===== config.mk =====
export PLATFORM = sky130hd
export DESIGN_NAME = mem_access_unit
export DESIGN_NICKNAME = d
export VERILOG_FILES = /design/src/rtl/mem_access_types.sv /design/src/rtl/rv32i_types.sv /design/src/rtl/mem_load_align.sv /design/src/rtl/mem_access_unit.sv
export SDC_FILE = /design/constraint.sdc
export NUM_CORES = 1
export LEC_CHECK = 0
export CELL_PAD_IN_SITES_DETAIL_PLACEMENT = 1
export CELL_PAD_IN_SITES_GLOBAL_PLACEMENT = 1
export CORE_AREA = 2 2 119 121
export DETAILED_ROUTE_END_ITERATION = 8
export DIE_AREA = 0 0 121 123
export PLACE_DENSITY = 0.83
export RECOVER_POWER = 25
export SETUP_SLACK_MARGIN = 0.5
export SYNTH_ARGS = -nofsm -noshare
export SYNTH_HDL_FRONTEND = slang
export SYNTH_SLANG_ARGS = --single-unit

===== constraint.sdc =====
create_clock -name clk -period 2.4 [get_ports clk]
set_clock_uncertainty 0.15 [all_clocks]
set_input_delay 0.36 -clock clk [delete_from_list [all_inputs] [get_ports clk]]
set_output_delay 0.36 -clock clk [all_outputs]
set_load 0.02 [all_outputs]

===== src/rtl/mem_access_types.sv =====
// mem_access_types: MEM-stage access FSM states and byte-enable masks
package mem_access_types;
  typedef enum logic [1:0] {IDLE, WAIT, DONE} mem_state_t;
  localparam logic [3:0] MBE_NONE = 4'b0000;
  localparam logic [3:0] MBE_BYTE = 4'b0001;
  localparam logic [3:0] MBE_HALF = 4'b0011;
  localparam logic [3:0] MBE_WORD = 4'b1111;
endpackage


===== src/rtl/rv32i_types.sv =====
// rv32i_types: RV32I load/store funct3 encodings
package rv32i_types;
  typedef enum logic [2:0] {LB = 3'b000, LH = 3'b001, LW = 3'b010, LBU = 3'b100, LHU = 3'b101} load_funct3_t;
  typedef enum logic [2:0] {SB = 3'b000, SH = 3'b001, SW = 3'b010} store_funct3_t;
endpackage


===== src/rtl/mem_load_align.sv =====
// mem_load_align: selects the byte/half lane of a raw cache word by offset and sign/zero-extends it per funct3
module mem_load_align
  import rv32i_types::*;
(
  input  logic [31:0] raw,
  input  logic [2:0]  funct3,
  input  logic [1:0]  off,
  output logic [31:0] fmt
);
  logic [7:0]  b;
  logic [15:0] h;
  assign b = raw[{off, 3'b000} +: 8];
  assign h = off[1] ? raw[31:16] : raw[15:0];
  always_comb begin
    case (funct3)
      LB:      fmt = {{24{b[7]}}, b};
      LBU:     fmt = {24'd0, b};
      LH:      fmt = {{16{h[15]}}, h};
      LHU:     fmt = {16'd0, h};
      LW:      fmt = raw;
      default: fmt = '0;
    endcase
  end
endmodule


===== src/rtl/mem_access_unit.sv =====
// mem_access_unit: MEM-stage data-cache initiator (held request, byte mask, store lane shift, load align; rst async active-low; MEM_MISALIGN_TRAP_EN enables misalignment trap)
module mem_access_unit
  import rv32i_types::*;
  import mem_access_types::*;
#(
  parameter int ADDR_W = 32
) (
  input  logic              clk,
  input  logic              rst,
  input  logic              exmem_valid,
  input  logic              exmem_mem_read,
  input  logic              exmem_mem_write,
  input  logic [2:0]        exmem_funct3,
  input  logic [ADDR_W-1:0] exmem_alu_out,
  input  logic [ADDR_W-1:0] exmem_rs2_out,
  input  logic              memwb_load,
  output logic              dmem_read,
  output logic              dmem_write,
  output logic [ADDR_W-1:0] dmem_address,
  output logic [3:0]        dmem_mbe,
  output logic [ADDR_W-1:0] dmem_wdata,
  input  logic              dmem_resp,
  input  logic [ADDR_W-1:0] dmem_rdata,
  output logic [ADDR_W-1:0] mem_rdata,
  output logic              mem_stall,
  output logic              mem_misalign
);
  mem_state_t        state;
  logic [ADDR_W-1:0] held_rdata;
  logic [ADDR_W-1:0] fmt;
  logic [1:0]        off;
  logic              access, misalign, go, rd, wr, busy;
  assign off = exmem_alu_out[1:0];
  assign access = exmem_valid & (exmem_mem_read | exmem_mem_write);
`ifdef MEM_MISALIGN_TRAP_EN
  assign misalign = access & (exmem_funct3[1:0] == 2'b01 ? off[0] : exmem_funct3 == 3'b010 ? |off : 1'b0);
`else
  assign misalign = 1'b0;
`endif
  // rst gates the combinational side so requests drop in the same cycle reset is asserted
  assign go = access & ~misalign & rst;
  assign rd = go & exmem_mem_read;
  assign wr = go & ~exmem_mem_read & exmem_mem_write;
  assign busy = state != DONE;
  assign dmem_read = rd & busy;
  assign dmem_write = wr & busy;
  assign dmem_address = {exmem_alu_out[ADDR_W-1:2], 2'b00};
  assign dmem_mbe = rd ? MBE_WORD : !wr ? MBE_NONE :
                    exmem_funct3 == SB ? MBE_BYTE << off :
                    exmem_funct3 == SH ? MBE_HALF << {off[1], 1'b0} :
                    exmem_funct3 == SW ? MBE_WORD : MBE_NONE;
  assign dmem_wdata = exmem_funct3 == SB ? exmem_rs2_out << {off, 3'b000} :
                      exmem_funct3 == SH ? exmem_rs2_out << {off[1], 4'b0000} : exmem_rs2_out;
  assign mem_stall = go & busy & ~dmem_resp;
  assign mem_misalign = misalign & rst;
  assign mem_rdata = state == DONE ? held_rdata : rd ? fmt : '0;
  mem_load_align u_align (
    .raw   (dmem_rdata),
    .funct3(exmem_funct3),
    .off   (off),
    .fmt   (fmt)
  );
  always_ff @(posedge clk or negedge rst) begin
    if (!rst) begin
      state      <= IDLE;
      held_rdata <= '0;
    end else begin
      case (state)
        IDLE, WAIT:
          if (go & dmem_resp) begin
            held_rdata <= rd ? fmt : '0;
            state      <= memwb_load ? IDLE : DONE;
          end else if (go) state <= WAIT;
        DONE:    if (memwb_load) state <= IDLE;
        default: state <= IDLE;
      endcase
    end
  end
endmodule

Yosys cells after proc, flatten, opt, wreduce, memory -nomap -nowiden
Index checks and enable logic that the tools add are counted.
- word-level logic and storage cells: 50
- memories: 0
- register bits: 34
- RAM bits: 0
- ROM bits: 0
- bits in latches: 0
- output and inout port bits: 104
- input bits: 106
- reductions and logical operators: 5
- magnitude comparators: 0
- add/subtract/negate cells: 0
- bitwise gates (word level): 13
- divide/modulo/power cells: 0
- shift operators: 5
- eq/ne operators: 9
- multiply operators: 0
- mux-type cells: 16
- operator list (cell ; count):
    case mux 32 bit (5 select lines) ; 1
    2-to-1 mux 32 bit ; 4
    << shifter 32 x 5 -> 32 bit ; 2
    indexed part select 32 x 6 -> 8 bit ; 1
    2-to-1 mux 4 bit ; 5
    2-to-1 mux 16 bit ; 1
    AND 1 bit ; 10
    2-to-1 mux 2 bit ; 4
    == test 3 bit (second input constant) ; 2
    != test 2 bit (second input constant) ; 2
    case mux 2 bit (2 select lines) ; 1
    AND reduction 2 bit ; 2
    << shifter 1 x 2 -> 4 bit (first input constant) ; 1
    << shifter 2 x 2 -> 4 bit (first input constant) ; 1
    == test 3 x 1 -> 1 bit (second input constant) ; 1
    == test 3 x 2 -> 1 bit (second input constant) ; 1
    zero test 3 bit ; 1
    != test 3 bit (second input constant) ; 1
    == test 2 x 1 -> 1 bit (second input constant) ; 1
    == test 2 bit (second input constant) ; 1
    zero test 2 bit ; 1
    NOT 1 bit ; 2
    OR reduction 2 bit ; 1
    bitwise OR 1 bit ; 1

Depth between registers and ports, before layout
- depth in word-level cells: 7
- mapped depth: 7
- gate-level depth less buffers: 4

Modules after synthesis
A second synthesis with hierarchy kept.
- cells, all modules: 477
- area total of the unflattened synthesis: 3848.7 sq um
- modules (own cells, without submodules) (module ; cells each ; area each (sq um) ; sequential area each (sq um) ; instances):
    mem_access_unit ; 368 ; 3036.7 ; 850.8 ; 1
    mem_load_align ; 109 ; 812.0 ; 0.0 ; 1

Worst setup path before layout
OpenSTA, ideal clock, no wires.
- path kind: in2out
- from: input exmem_funct3[1]
- to: output dmem_wdata[31]
- slack: 0.089 ns
- stages: 6
- buffers on the path: 2
- required time: 1.890 ns
- arrival time: 1.801 ns
- cell sequence: buf_2 nand2b_1 nor3_4 buf_6 nor3_1 nor3_1
- word-level cells in the longest chain between the ends: 3
- elaborated cells between the ends (all ways): 4
- those cells by class: eq/ne: 1; mux: 2; reduce/logical: 1
- RTL lines (what ; RTL line ; source):
    from (decl) ; mem_access_unit.sv:13 ; input logic [2:0] exmem_funct3,
    == test 3 x 1 -> 1 bit ; mem_access_unit.sv:53 ; exmem_funct3 == SH ? exmem_rs2_out << {off[1], 4'b0000} : exmem_rs2_out;
    2-to-1 mux 32 bit ; mem_access_unit.sv:53 ;
    2-to-1 mux 32 bit * ; mem_access_unit.sv:52 ; assign dmem_wdata = exmem_funct3 == SB ? exmem_rs2_out << {off, 3'b000} :
    to (decl) ; mem_access_unit.sv:21 ; output logic [ADDR_W-1:0] dmem_wdata,
Mark *: on every way between the ends. The rest lies on a longest branch, timed or not.

Worst setup path in the final report
- from: input exmem_funct3[0]
- to: output mem_rdata[23]
- word-level cells in the longest chain between the ends: 4
- elaborated cells between the ends (all ways): 8
- those cells by class: eq/ne: 4; mux: 3; reduce/logical: 1
- RTL lines (what ; RTL line ; source):
    == test 3 x 2 -> 1 bit (tied with other cells) ; mem_load_align.sv:15 ; case (funct3)
    case mux 32 bit (5 select lines) * ; mem_load_align.sv:15 ;
    2-to-1 mux 32 bit * (2 in a row) ; mem_access_unit.sv:56 ; assign mem_rdata = state == DONE ? held_rdata : rd ? fmt : '0;
    to (decl) ; mem_access_unit.sv:24 ; output logic [ADDR_W-1:0] mem_rdata,
Marks and branches as above.

==> impl_results.md <==
- Distinct cells, synth: 49
- Number of global-route vias before repair: 5702
- Row Count: 43
- Max H-tree Level: 2
- Switching share of power: 0.343
- Int Pwr: 0.00189 W
- I/O pin count: 210
- Routed wire length: 26000 um
- Post-route setup slack: -38.9 ps
- Setup-failing EPs final: 2
- Routed len/inst: 28.9 um
- Register area share after synthesis: 0.227
- Die X: 121 um
- Clock Power Share: 0.320
- Post-DP HPWL: 13800 um
- Seq pwr share: 0.215
- Detailed Routing Iterations Pass 1: 5
- Largest net degree at the start of global routing: 31
- GRT Total Usage: 0.306
- Worst rel slew slack: 0.357
- Most frequent cell after synthesis: nand2_1
- Path depth of the worst reg2reg path: 6
- Finished Layout Cells: 898
- IO Port Bufs: 146
- Peak supply drop: 478 uV
- Hold Vio Cnt, Final: 0
- Pwr Density: 343 nW/um2
- Ys async rst share: 1.00
- Crit path required time: 1890 ps
- Layout area overhead: 124%
- Initial core utilization: 0.275
- Number of flops mapped to enable cells by yosys: 0
- Final antenna diode count: 0
- Initial drt markers: 401
- NetSw: 0.000988 W
- Fmax: 410 MHz
- Largest area contributor in the netlist: dfrtp_1
- Comb pwr share: 0.465
- Share of cells above drive strength 1: 0.648
- Vias/cell: 5.89
- Placed Cells: 817
- Ys flop type: dfrtp_1
- Nets: 823
- Pleak: 3.55 nW
- Initial antenna violation count: 0
- Vert. Die Dim: 123 um
- Hold Path Depth: 1
- Top cell type's share of synthesized area: 0.227
- GRT overflow: 0
- Yosys warning total: 0
- Final Util: 0.616
- CORE AREA: 13600 um2
- Violated checks: setup timing
- Mapped cell area: 3740 um2
- Startpoint Class: primary input
- First-pass GRT wire length: 34400 um
- Period utilization: 1.02
- CP Capture Type: primary output
- # fillers: 1401
- CTS Sinks: 34
- Crit path max fanout: 7
- Clk buf depth: 2
- CTS tree: done
- Minimum clock period: 2440 ps
- Worst min-delay path category: reg -> reg
- Top cells by area, synth: dfrtp_1 (23%), mux2_2 (9.6%), a32oi_1 (7.3%), nand2_1 (7.2%), buf_4 (6.8%)
- Final Max Tran Viols: 0
- CP arrival: 1930 ps
- Number of buffers created by CTS: 5
- Outcome: complete, but fails checks
- Post-synthesis cell count: 439
- Die footprint: 14900 um2
- Top post-synthesis cells by count: nand2_1 (72), buf_4 (34), dfrtp_1 (34)
- Maxcap violations: 0
- Worst-path clk slew: 60 ps
- # DRC: 0
- RSZ-0062 raised after global routing: yes
- Gp weighted congestion: 0.880
- Syn_area_per_cell: 8.52 um2
- Worst-Margin Slew: 964 ps
- Via count: 5293
- Final ANT Viol Nets: 0
- Clock Latency Late Sink: 310 ps
- Post-synthesis register bit count: 34
- Crit path kind: in -> out
- Clock Tree Root: clkbuf_16
## state kept, by name, summed over array words and instances, names as in the netlist
register / flops
held_rdata: 32
state: 2
## cell usage in the layout, fill, tap and decap left out, types with 5 or more instances in the layout
| master | synthesis | layout |
|---|---|---|
| a22oi_2 | 0 | 5 |
| a21oi_2 | 0 | 9 |
| and2_4 | 0 | 9 |
| clkdlybuf4s50_1 | 0 | 42 |
| a32oi_1 | 31 | 12 |
| o21ai_4 | 0 | 9 |
| buf_2 | 16 | 5 |
| o21ai_1 | 5 | 6 |
| a32oi_4 | 0 | 16 |
| nor2_4 | 0 | 7 |
| a22o_4 | 0 | 10 |
| a221oi_1 | 10 | 7 |
| buf_8 | 0 | 10 |
| nor2_1 | 16 | 10 |
| o211ai_1 | 5 | 5 |
| mux2_2 | 32 | 14 |
| nand3_2 | 0 | 5 |
| nor3_4 | 1 | 7 |
| clkbuf_16 | 0 | 6 |
| buf_4 | 34 | 122 |
| and4b_1 | 5 | 5 |
| mux2i_1 | 17 | 7 |
| dlygate4sd2_1 | 0 | 17 |
| buf_6 | 4 | 111 |
| mux2i_2 | 0 | 6 |
| mux2_4 | 0 | 18 |
| nand3_1 | 10 | 5 |
| buf_12 | 0 | 15 |
| mux4_2 | 9 | 9 |
| nand2_1 | 72 | 69 |
| dfrtp_1 | 34 | 34 |
| o21ai_2 | 0 | 11 |
| a22o_1 | 16 | 6 |
## critical path, cell delays in order
cell	delay, ps
buf_8	100
buf_8	130
nor3b_2	250
buf_4	220
buf_6	150
buf_12	120
nand2_1	140
a32oi_4	290
buf_6	150
## per-stage QoR
stage | hold WS [ps] | setup TNS, ps | area (um2) | power [W] | setup slack (ps)
4_1_cts | 72.2 | 0 | 7880 | 0.00267 | 115
3_3_place_gp | 311 | -48990 | 6610 | 0.00157 | -787
5_1_grt | 392 | -158 | 8390 | 0.00294 | -59.5
6_report | 384 | -43.2 | 8390 | 0.00288 | -38.9
3_5_place_dp | 333 | -52930 | 6610 | 0.00160 | -855
2_1_floorplan | -85.6 | 0 | 4430 | 0.00116 | 291
## kinds of logic (layout without fill, tap and decap cells)
| kind of cell | count (synthesis) | after routing | share of synthesized area |
|---|---|---|---|
| other cells | 1 | 3 | 0.00100 |
| compound gates | 125 | 125 | 0.251 |
| flops | 34 | 34 | 0.227 |
| mux | 58 | 58 | 0.196 |
| simple gates | 144 | 145 | 0.199 |
| buf+inv | 77 | 353 | 0.125 |
## per-layer routing
layer	track usage	wire (um)	part of all wire
met5	0	0	0
met4	0.150	1350	0.052
met3	0.0604	1670	0.064
met2	0.562	13500	0.52
met1	0.335	9480	0.37
## power groups by stage
stage / clock network [W] / logic (W) / registers [W]
after floorplan: 0 / 0.000544 / 0.000620
after global placement: 0 / 0.000943 / 0.000623
after detailed placement: 0 / 0.000977 / 0.000626
after CTS: 0.000889 / 0.00117 / 0.000617
after global routing: 0.000935 / 0.00138 / 0.000622
final: 0.000920 / 0.00134 / 0.000620
## final cells by class
| class | instances | area [um2] | share of cell area |
|---|---|---|---|
| Clock buffer | 5 | 125 | 0.0149 |
| Clock inverter | 3 | 68.8 | 0.00820 |
| Inverter | 2 | 11.3 | 0.00134 |
| Multi-Input combinational cell | 331 | 3550 | 0.424 |
| Sequential cell | 34 | 851 | 0.101 |
| Tap cell | 180 | 225 | 0.0268 |
| Timing Repair Buffer | 343 | 3550 | 0.423 |
## repair_timing
| item | CTS | global route |
|---|---|---|
| pin swaps | 49 | 34 |
| buffers inserted | 40 | 21 |
| resized for setup | 597 | 93 |
| setup endpoints to repair | 103 | 99 |
| hold buffers | 0 | 1 |
| endpoints found under the hold margin | 0 | 1 |
| cloned | 10 | 1 |
## worst paths after layout
path	from	to	slack, ps
max	exmem_funct3[0]	mem_rdata[23]	-40
min	held_rdata[6]	held_rdata[6]	380
max reg2reg	state[1]	held_rdata[0]	490
min reg2reg	held_rdata[6]	held_rdata[6]	380
max in group asynchronous	rst	held_rdata[7]	490
min in group asynchronous	rst	held_rdata[11]	440
No activity file was read; power rests on OpenSTA's default activity.
